--- src/rtl/vx_ram_reader_pkg.sv ---
// Shared helpers for the RAM burst reader.
package vx_ram_reader_pkg;

  // Entries in the output buffer; also the bound on words owned by the reader.
  localparam int unsigned BufDepth = 2;

  // True when one more read can be issued without overrunning the output buffer,
  // counting buffered words, the word returning this cycle and a pop this cycle.
  function automatic logic can_issue(input logic [1:0] occ,
                                     input logic       inflight,
                                     input logic       pop);
    int fill;
    fill = int'(occ) + int'(inflight) - int'(pop);
    return fill < int'(BufDepth);
  endfunction

endpackage

--- src/rtl/vx_ram_reader_if.sv ---
// Request, RAM read port and output stream of the burst reader.
interface vx_ram_reader_if #(
  parameter int unsigned DATAW = 32,
  parameter int unsigned ADDRW = 6
);
  logic             req_valid;
  logic [ADDRW-1:0] req_addr;
  logic [ADDRW:0]   req_count;
  logic             req_ready;

  logic             ram_rden;
  logic [ADDRW-1:0] ram_raddr;
  logic [DATAW-1:0] ram_rdata;

  logic             out_valid;
  logic [DATAW-1:0] out_data;
  logic             out_last;
  logic             out_ready;

  // Reader side
  modport master (
    input  req_valid, req_addr, req_count, ram_rdata, out_ready,
    output req_ready, ram_rden, ram_raddr, out_valid, out_data, out_last
  );

  // Requester / RAM / consumer side
  modport slave (
    output req_valid, req_addr, req_count, ram_rdata, out_ready,
    input  req_ready, ram_rden, ram_raddr, out_valid, out_data, out_last
  );
endinterface

--- src/rtl/vx_skid_buffer.sv ---
// Two-entry registered FIFO with valid/ready on both sides.
module vx_skid_buffer #(
  parameter int unsigned Width = 33
) (
  input  logic             clk,
  input  logic             reset,
  input  logic             in_valid_i,
  input  logic [Width-1:0] in_data_i,
  output logic             in_ready_o,
  output logic             out_valid_o,
  output logic [Width-1:0] out_data_o,
  input  logic             out_ready_i,
  output logic [1:0]       count_o
);

  logic [Width-1:0] mem_q [2];
  logic             rd_ptr_q, wr_ptr_q;
  logic [1:0]       cnt_q;
  logic             push, pop;

  // Head is served straight from storage; a full buffer still takes a word when popping.
  always_comb begin
    out_valid_o = (cnt_q != 2'd0);
    out_data_o  = mem_q[rd_ptr_q];
    in_ready_o  = (cnt_q != 2'd2) || out_ready_i;
    push        = in_valid_i && in_ready_o;
    pop         = out_valid_o && out_ready_i;
    count_o     = cnt_q;
  end

  // Storage, pointers and occupancy.
  always_ff @(posedge clk) begin
    if (reset) begin
      mem_q[0] <= '0;
      mem_q[1] <= '0;
      rd_ptr_q <= 1'b0;
      wr_ptr_q <= 1'b0;
      cnt_q    <= 2'd0;
    end else begin
      if (push) begin
        mem_q[wr_ptr_q] <= in_data_i;
        wr_ptr_q        <= ~wr_ptr_q;
      end
      if (pop) begin
        rd_ptr_q <= ~rd_ptr_q;
      end
      case ({push, pop})
        2'b10:   cnt_q <= cnt_q + 2'd1;
        2'b01:   cnt_q <= cnt_q - 2'd1;
        default: cnt_q <= cnt_q;
      endcase
    end
  end

endmodule

--- src/rtl/vx_ram_reader.sv ---
// Streams a burst of words out of a registered-output RAM with a 2-word output buffer.
module vx_ram_reader
  import vx_ram_reader_pkg::*;
#(
  parameter int unsigned DATAW = 32,
  parameter int unsigned SIZE  = 64,
  parameter int unsigned ADDRW = $clog2(SIZE)
) (
  input  logic            clk,
  input  logic            reset,
  vx_ram_reader_if.master bus,
  output logic            busy
);

  typedef enum logic [0:0] {StIdle, StRead} state_e;

  state_e           state_q, state_d;
  logic [ADDRW-1:0] addr_q, addr_d, raddr_q, next_addr;
  logic [ADDRW:0]   count_q, count_d;
  logic             inflight_q, inflight_last_q;
  logic             accept, issue, pop, last_read, buf_in_ready;
  logic [1:0]       occ;
  logic [DATAW:0]   buf_out;

  assign accept    = bus.req_valid && bus.req_ready;
  assign pop       = bus.out_valid && bus.out_ready;
  assign last_read = (count_q == (ADDRW+1)'(1));
  assign next_addr = (addr_q == ADDRW'(SIZE - 1)) ? '0 : addr_q + ADDRW'(1);

  // State register.
  always_ff @(posedge clk) begin
    if (reset) begin
      state_q <= StIdle;
    end else begin
      state_q <= state_d;
    end
  end

  // Next state: zero-length bursts never leave idle; leave read after the final issue.
  always_comb begin
    state_d = state_q;
    unique case (state_q)
      StIdle: if (accept && bus.req_count != '0) state_d = StRead;
      StRead: if (issue && last_read) state_d = StIdle;
      default: state_d = StIdle;
    endcase
  end

  // Outputs: handshake, read issue and busy are all held low while in reset.
  always_comb begin
    bus.req_ready = !reset && state_q == StIdle && occ == 2'd0 && !inflight_q;
    issue         = !reset && state_q == StRead && can_issue(occ, inflight_q, pop);
    bus.ram_rden  = issue;
    bus.ram_raddr = issue ? addr_q : raddr_q;
    busy          = !reset && (state_q == StRead || occ != 2'd0 || inflight_q);
  end

  // Burst address/count bookkeeping.
  always_comb begin
    addr_d  = addr_q;
    count_d = count_q;
    if (accept && bus.req_count != '0) begin
      addr_d  = bus.req_addr;
      count_d = bus.req_count;
    end else if (issue) begin
      addr_d  = next_addr;
      count_d = count_q - (ADDRW+1)'(1);
    end
  end

  // Datapath registers; the in-flight flag marks ram_rdata to be captured next cycle.
  always_ff @(posedge clk) begin
    if (reset) begin
      addr_q          <= '0;
      count_q         <= '0;
      raddr_q         <= '0;
      inflight_q      <= 1'b0;
      inflight_last_q <= 1'b0;
    end else begin
      addr_q          <= addr_d;
      count_q         <= count_d;
      if (issue) raddr_q <= addr_q;
      inflight_q      <= issue;
      inflight_last_q <= issue && last_read;
    end
  end

  // A returning word must always find room; the issue window guarantees it.
  always_ff @(posedge clk) begin
    if (!reset && inflight_q) begin
      a_room: assert (buf_in_ready);
    end
  end

  vx_skid_buffer #(
    .Width (DATAW + 1)
  ) u_buf (
    .clk         (clk),
    .reset       (reset),
    .in_valid_i  (inflight_q),
    .in_data_i   ({inflight_last_q, bus.ram_rdata}),
    .in_ready_o  (buf_in_ready),
    .out_valid_o (bus.out_valid),
    .out_data_o  (buf_out),
    .out_ready_i (bus.out_ready),
    .count_o     (occ)
  );

  assign bus.out_last = buf_out[DATAW];
  assign bus.out_data = buf_out[DATAW-1:0];

endmodule

--- src/flat_wrapper.sv ---
// flat-port wrapper written by rule: the top's interface ports become plain ports
module vx_ram_reader_flat import vx_ram_reader_pkg::*;
#(
  parameter int unsigned DATAW = 32,
  parameter int unsigned SIZE  = 64,
  parameter int unsigned ADDRW = $clog2(SIZE)
)
  (clk, reset, busy, bus_req_valid, bus_req_addr, bus_req_count, bus_ram_rdata, bus_out_ready, bus_req_ready, bus_ram_rden, bus_ram_raddr, bus_out_valid, bus_out_data, bus_out_last);
  vx_ram_reader_if #(.DATAW(DATAW), .ADDRW(ADDRW)) bus_i ();
  input  logic clk;
  input  logic reset;
  output logic busy;
  input wire logic [$bits(bus_i.req_valid)-1:0] bus_req_valid;
  input wire logic [$bits(bus_i.req_addr)-1:0] bus_req_addr;
  input wire logic [$bits(bus_i.req_count)-1:0] bus_req_count;
  input wire logic [$bits(bus_i.ram_rdata)-1:0] bus_ram_rdata;
  input wire logic [$bits(bus_i.out_ready)-1:0] bus_out_ready;
  output wire logic [$bits(bus_i.req_ready)-1:0] bus_req_ready;
  output wire logic [$bits(bus_i.ram_rden)-1:0] bus_ram_rden;
  output wire logic [$bits(bus_i.ram_raddr)-1:0] bus_ram_raddr;
  output wire logic [$bits(bus_i.out_valid)-1:0] bus_out_valid;
  output wire logic [$bits(bus_i.out_data)-1:0] bus_out_data;
  output wire logic [$bits(bus_i.out_last)-1:0] bus_out_last;
  assign bus_i.req_valid = bus_req_valid;
  assign bus_i.req_addr = bus_req_addr;
  assign bus_i.req_count = bus_req_count;
  assign bus_i.ram_rdata = bus_ram_rdata;
  assign bus_i.out_ready = bus_out_ready;
  assign bus_req_ready = bus_i.req_ready;
  assign bus_ram_rden = bus_i.ram_rden;
  assign bus_ram_raddr = bus_i.ram_raddr;
  assign bus_out_valid = bus_i.out_valid;
  assign bus_out_data = bus_i.out_data;
  assign bus_out_last = bus_i.out_last;
  vx_ram_reader #(.DATAW(DATAW), .SIZE(SIZE), .ADDRW(ADDRW)) u_core (.clk(clk), .reset(reset), .bus(bus_i), .busy(busy));
endmodule
--- config.mk ---
export PLATFORM = sky130hd
export DESIGN_NAME = vx_ram_reader_flat
export DESIGN_NICKNAME = d
export VERILOG_FILES = /design/src/rtl/vx_ram_reader_pkg.sv /design/src/rtl/vx_ram_reader_if.sv /design/src/rtl/vx_skid_buffer.sv /design/src/rtl/vx_ram_reader.sv /design/src/flat_wrapper.sv
export SDC_FILE = /design/constraint.sdc
export NUM_CORES = 1
export LEC_CHECK = 0
export BUFFER_PORTS_ARGS = -buffer_cell sky130_fd_sc_hd__buf_2
export CAP_MARGIN = 20
export CORE_MARGIN = 4
export CORE_UTILIZATION = 35
export DETAILED_ROUTE_END_ITERATION = 16
export HOLD_SLACK_MARGIN = 0.15
export SYNTH_ARGS = -nofsm -noshare
export SYNTH_HDL_FRONTEND = slang
export SYNTH_HIERARCHICAL = 1
export SYNTH_SLANG_ARGS = --single-unit
--- constraint.sdc ---
create_clock -name clk -period 4.4 [get_ports clk]
set_clock_uncertainty 0.2 [all_clocks]
set_input_delay 0.44 -clock clk [delete_from_list [all_inputs] [get_ports clk]]
set_output_delay 0.44 -clock clk [all_outputs]
set_load 0.005 [all_outputs]
==> summary.md <==
| Metric | Value |
|---|---|
| WS Path Type | reg -> out |
| Sequential share of the synthesized area | 56.4% |
| Nets | 489 |
| Mean post-synth cell area | 13.1 µm² |
| First-pass DRT Iterations | 5 |
| Filler cells | 1188 |
| Uppermost layer routed | met4 |
| Yosys cell types | 60 |
| DRC Markers | 0 |
| Syn_nets | 398 |
| Reg clk slew, reported paths | 60 ps |
| Sink Count | 93 |
| CTS Buf Count | 9 |
| Hold Buf Count CTS | 2 |
| Setup slack after layout | 428 ps |
| Max stage delay cell, worst path | a32oi_4 |
| Core ar. | 12600 µm² |
| Area growth, synth to finish | 19.5% |
| Clock network fraction of design power | 24.8% |
| Max Cap Viol | 0 |
| Hpwl dp | 5690 µm |
| Flop pwr share | 44.7% |
| Min cycle time layout | 3970 ps |
| Multi-input gate area | 1790 µm² |
| Die area | 14700 µm² |
| Required time worst endpoint | 3760 ps |
| Wirelength per Cell | 14.5 µm |
| LEAKAGE | 2.22 nW |
| Inserted Diodes | 0 |
| Setup crit end kind | output pin |
| Detailed Route Iter0 Violations | 97 |
| GPL Wtd Cong | 0.741 |
| Routed Antenna Nets | 0 |
| Number of gates resized after cts | 0 |
| Placement Rows | 41 |
| Setup_tns | 0 ps |
| Pwr Density | 512 nW/µm² |
| Fin. Hold Viols | 0 |
| Routed WL | 8840 µm |
| Predominant post-synthesis flop cell | edfxtp_1 |
| Crit share post-route | 90.3% |
| Total power | 2.74 mW |
| Vias per cell | 4.78 |
| Internal power | 1.92 mW |
| Tot GR Track Use | 12.6% |
| Comb pwr share | 30.5% |
| Die Wd | 121 µm |
| Cell Count, Final, Fillers Out | 609 |
| Mapped Area | 4480 µm² |
| # setup viols final | 0 |
| CTS root buffer | clkbuf_16 |
| First-pass GRT wire length | 14300 µm |
| Max Buffers Root-to-Sink | 2 |
| Met1 WL | 3990 µm |
| Number of synthesized flops with an enable pin | 66 |
| Slew HR | 44.5% |
| Place WS | 748 ps |
| H-tree level count | 3 |
| Maximum clock frequency | 0.252 GHz |
| Initial antenna violation count | 0 |
| Ys Warns | 6 |
| Yosys reg bits | 93 |
| Worst hold-check slack | 180 ps |
| Switching Share | 30.0% |
| Status | complete, no violations |
| Worst vdd ir | 0.000247 V |
| CP Data Arrival Time | 3330 ps |
| Port bufs | 91 |
| Largest delay contributor family on the critical path | simple AND/OR/NAND/NOR gates |
| Syn Inst Count | 341 |
| Boundary Pins | 92 |
| Actual slew at the worst max-slew pin | 832 ps |
| Metal3 WL | 549 µm |
| Layout cells sized above 1 | 43.2% |
| Vias in the first global route | 2950 |
| CP Cell Sequence | or2_2 > and2_1 > ha_1 > nand2b_1 > fa_1 > xnor2_1 > a32oi_4 > mux2_2 > buf_2 |
| HP Class | in -> reg |
| Worst Path Buf+Inv | 1 |
| Critical path fanouts, max | 14 |
| Met2 wire len | 4250 µm |
| Later-pin clock latency in the skew report | 330 ps |
| Die height | 121 µm |
| Setup bufs post-CTS | 0 |
| RSZ-0062 raised after global routing | no |
| Initial Util | 35.6% |
| Gr ovfl total | 0 |
| Ys async rst share | 0% |
| Slew Viols, Final | 0 |
| DR vias | 2912 |
| Type of origin of the critical path | register |
| CTS tree | done |
| Largest net degree at the start of global routing | 35 |
| CP max stage delay | 540 ps |
| Seq. cell area | 2520 µm² |
| Cells after DPL | 589 |
| Psw | 0.822 mW |
power groups by stage:
| stage | Combinational, mW | Sequential, mW | Clock (mW) |
|---|---|---|---|
| floorplan | 0.596 | 1.21 | 0 |
| global placement | 0.821 | 1.24 | 0 |
| detailed placement | 0.826 | 1.24 | 0 |
| CTS | 0.833 | 1.23 | 0.708 |
| global route | 0.931 | 1.25 | 0.752 |
| finish | 0.837 | 1.22 | 0.680 |
metal layers:
layer  global-route usage, %  up-vias
met3                    3.96        4
met1                    15.8     1410
met2                    20.6       82
met5                       0        -
met4                    4.04        0
li1                        -     1416
worst paths after layout:
kind | start | endpoint | slack (ps) | depth (start not counted)
worst max-delay path | u_core/u_buf/count_o[1]$_SDFFE_PP0P_ | bus_ram_raddr[1] | 430 | 9
worst min-delay path | bus_req_addr[5] | u_core/addr_q[5]$_SDFFE_PP0P_ | 180 | 2
worst max register to register | u_core/u_buf/count_o[1]$_SDFFE_PP0P_ | u_core/count_q[2]$_SDFFE_PP0P_ | 850 | 10
worst min register to register | u_core/count_q[6]$_SDFFE_PP0P_ | u_core/count_q[6]$_SDFFE_PP0P_ | 300 | 2
final cells by class:
type	instances	area share, %
Clock inverter	4	0.421
Tap cell	172	4.02
Inverter	10	0.702
Sequential cell	93	47.2
Multi-Input combinational cell	221	33.4
Clock buffer	12	4.42
Timing Repair Buffer	97	9.83
worst register-to-register path, cell delays in order, from the launching register on:
cell	delay, ps
dfxtp_1	410
or2_2	350
and2_1	180
ha_1	280
nand2b_1	160
fa_1	380
xnor2_1	170
a32oi_4	540
buf_4	250
mux2_2	330
o211a_1	200
state kept, by name, indices dropped and copies added (netlist names), named ones only:
name / count
u_core/addr_q: 6
u_core/u_buf/wr_ptr_q: 1
u_core/u_buf/mem_q: 66
u_core/state_q: 1
u_core/raddr_q: 6
u_core/u_buf/rd_ptr_q: 1
u_core/count_q: 7
u_core/inflight_last_q: 1
u_core/u_buf/count_o: 2
u_core/inflight_q: 1
logic make-up (layout without fill, tap and decap cells):
logic type / Yosys count / count (layout) / synth area share, %
and+or+nand+nor: 130 / 130 / 19.1
DFF: 93 / 93 / 56.4
muxes: 45 / 45 / 11.3
AOI/OAI and AO/OA: 34 / 34 / 6.09
buffers and inverters: 27 / 123 / 3.94
adders and majority gates: 8 / 8 / 2.40
xor gates and xnor gates: 4 / 4 / 0.783
cell usage after synthesis (4+ instances only):
cell type   n  area, µm²
mux2_2     41        462
or3_1       4       25.0
a21oi_1     4       20.0
nor2_1     10       37.5
and2_4     23        201
edfxtp_1   66       1980
nor2b_1     9       56.3
ha_1        7       87.6
buf_6       9        101
nor3_1     11       55.1
dfxtp_1    27        541
and2_1     41        257
nand2_1     6       22.5
inv_1       9       33.8
stage by stage:
stage | cell area, µm² | utilization (%)
after floorplan | 4480 | -
after global placement | 5030 | 40.0
after detailed placement | 5030 | 40.0
after CTS | 5310 | 42.3
after global routing | 5350 | 42.5
final | 5350 | 42.5
layout by cell type, fill, tap and decap left out, types with 2 or more instances in the layout:
cell type / synthesis / routed
a211oi_1: 3 / 3
a21oi_1: 4 / 4
a31oi_1: 3 / 3
and2_1: 41 / 41
and2_2: 3 / 3
and2_4: 23 / 23
and3_1: 2 / 2
buf_2: 3 / 91
buf_4: 1 / 3
clkbuf_1: 3 / 3
clkbuf_16: 0 / 9
clkinv_2: 0 / 2
dfxtp_1: 27 / 27
dlygate4sd3_1: 0 / 2
edfxtp_1: 66 / 66
ha_1: 7 / 7
inv_1: 9 / 9
mux2_2: 41 / 41
mux2i_1: 3 / 3
nand2_1: 6 / 6
nand2b_1: 3 / 3
nand3_1: 3 / 3
nor2_1: 10 / 10
nor2b_1: 9 / 9
nor3_1: 11 / 11
nor4_1: 3 / 3
o211a_1: 2 / 2
o21ai_0: 3 / 3
o221a_2: 2 / 2
o22ai_1: 3 / 3
o32ai_1: 2 / 2
or2_2: 1 / 2
or3_1: 4 / 4
xnor2_1: 3 / 3
No activity file was read; power rests on OpenSTA's default activity.
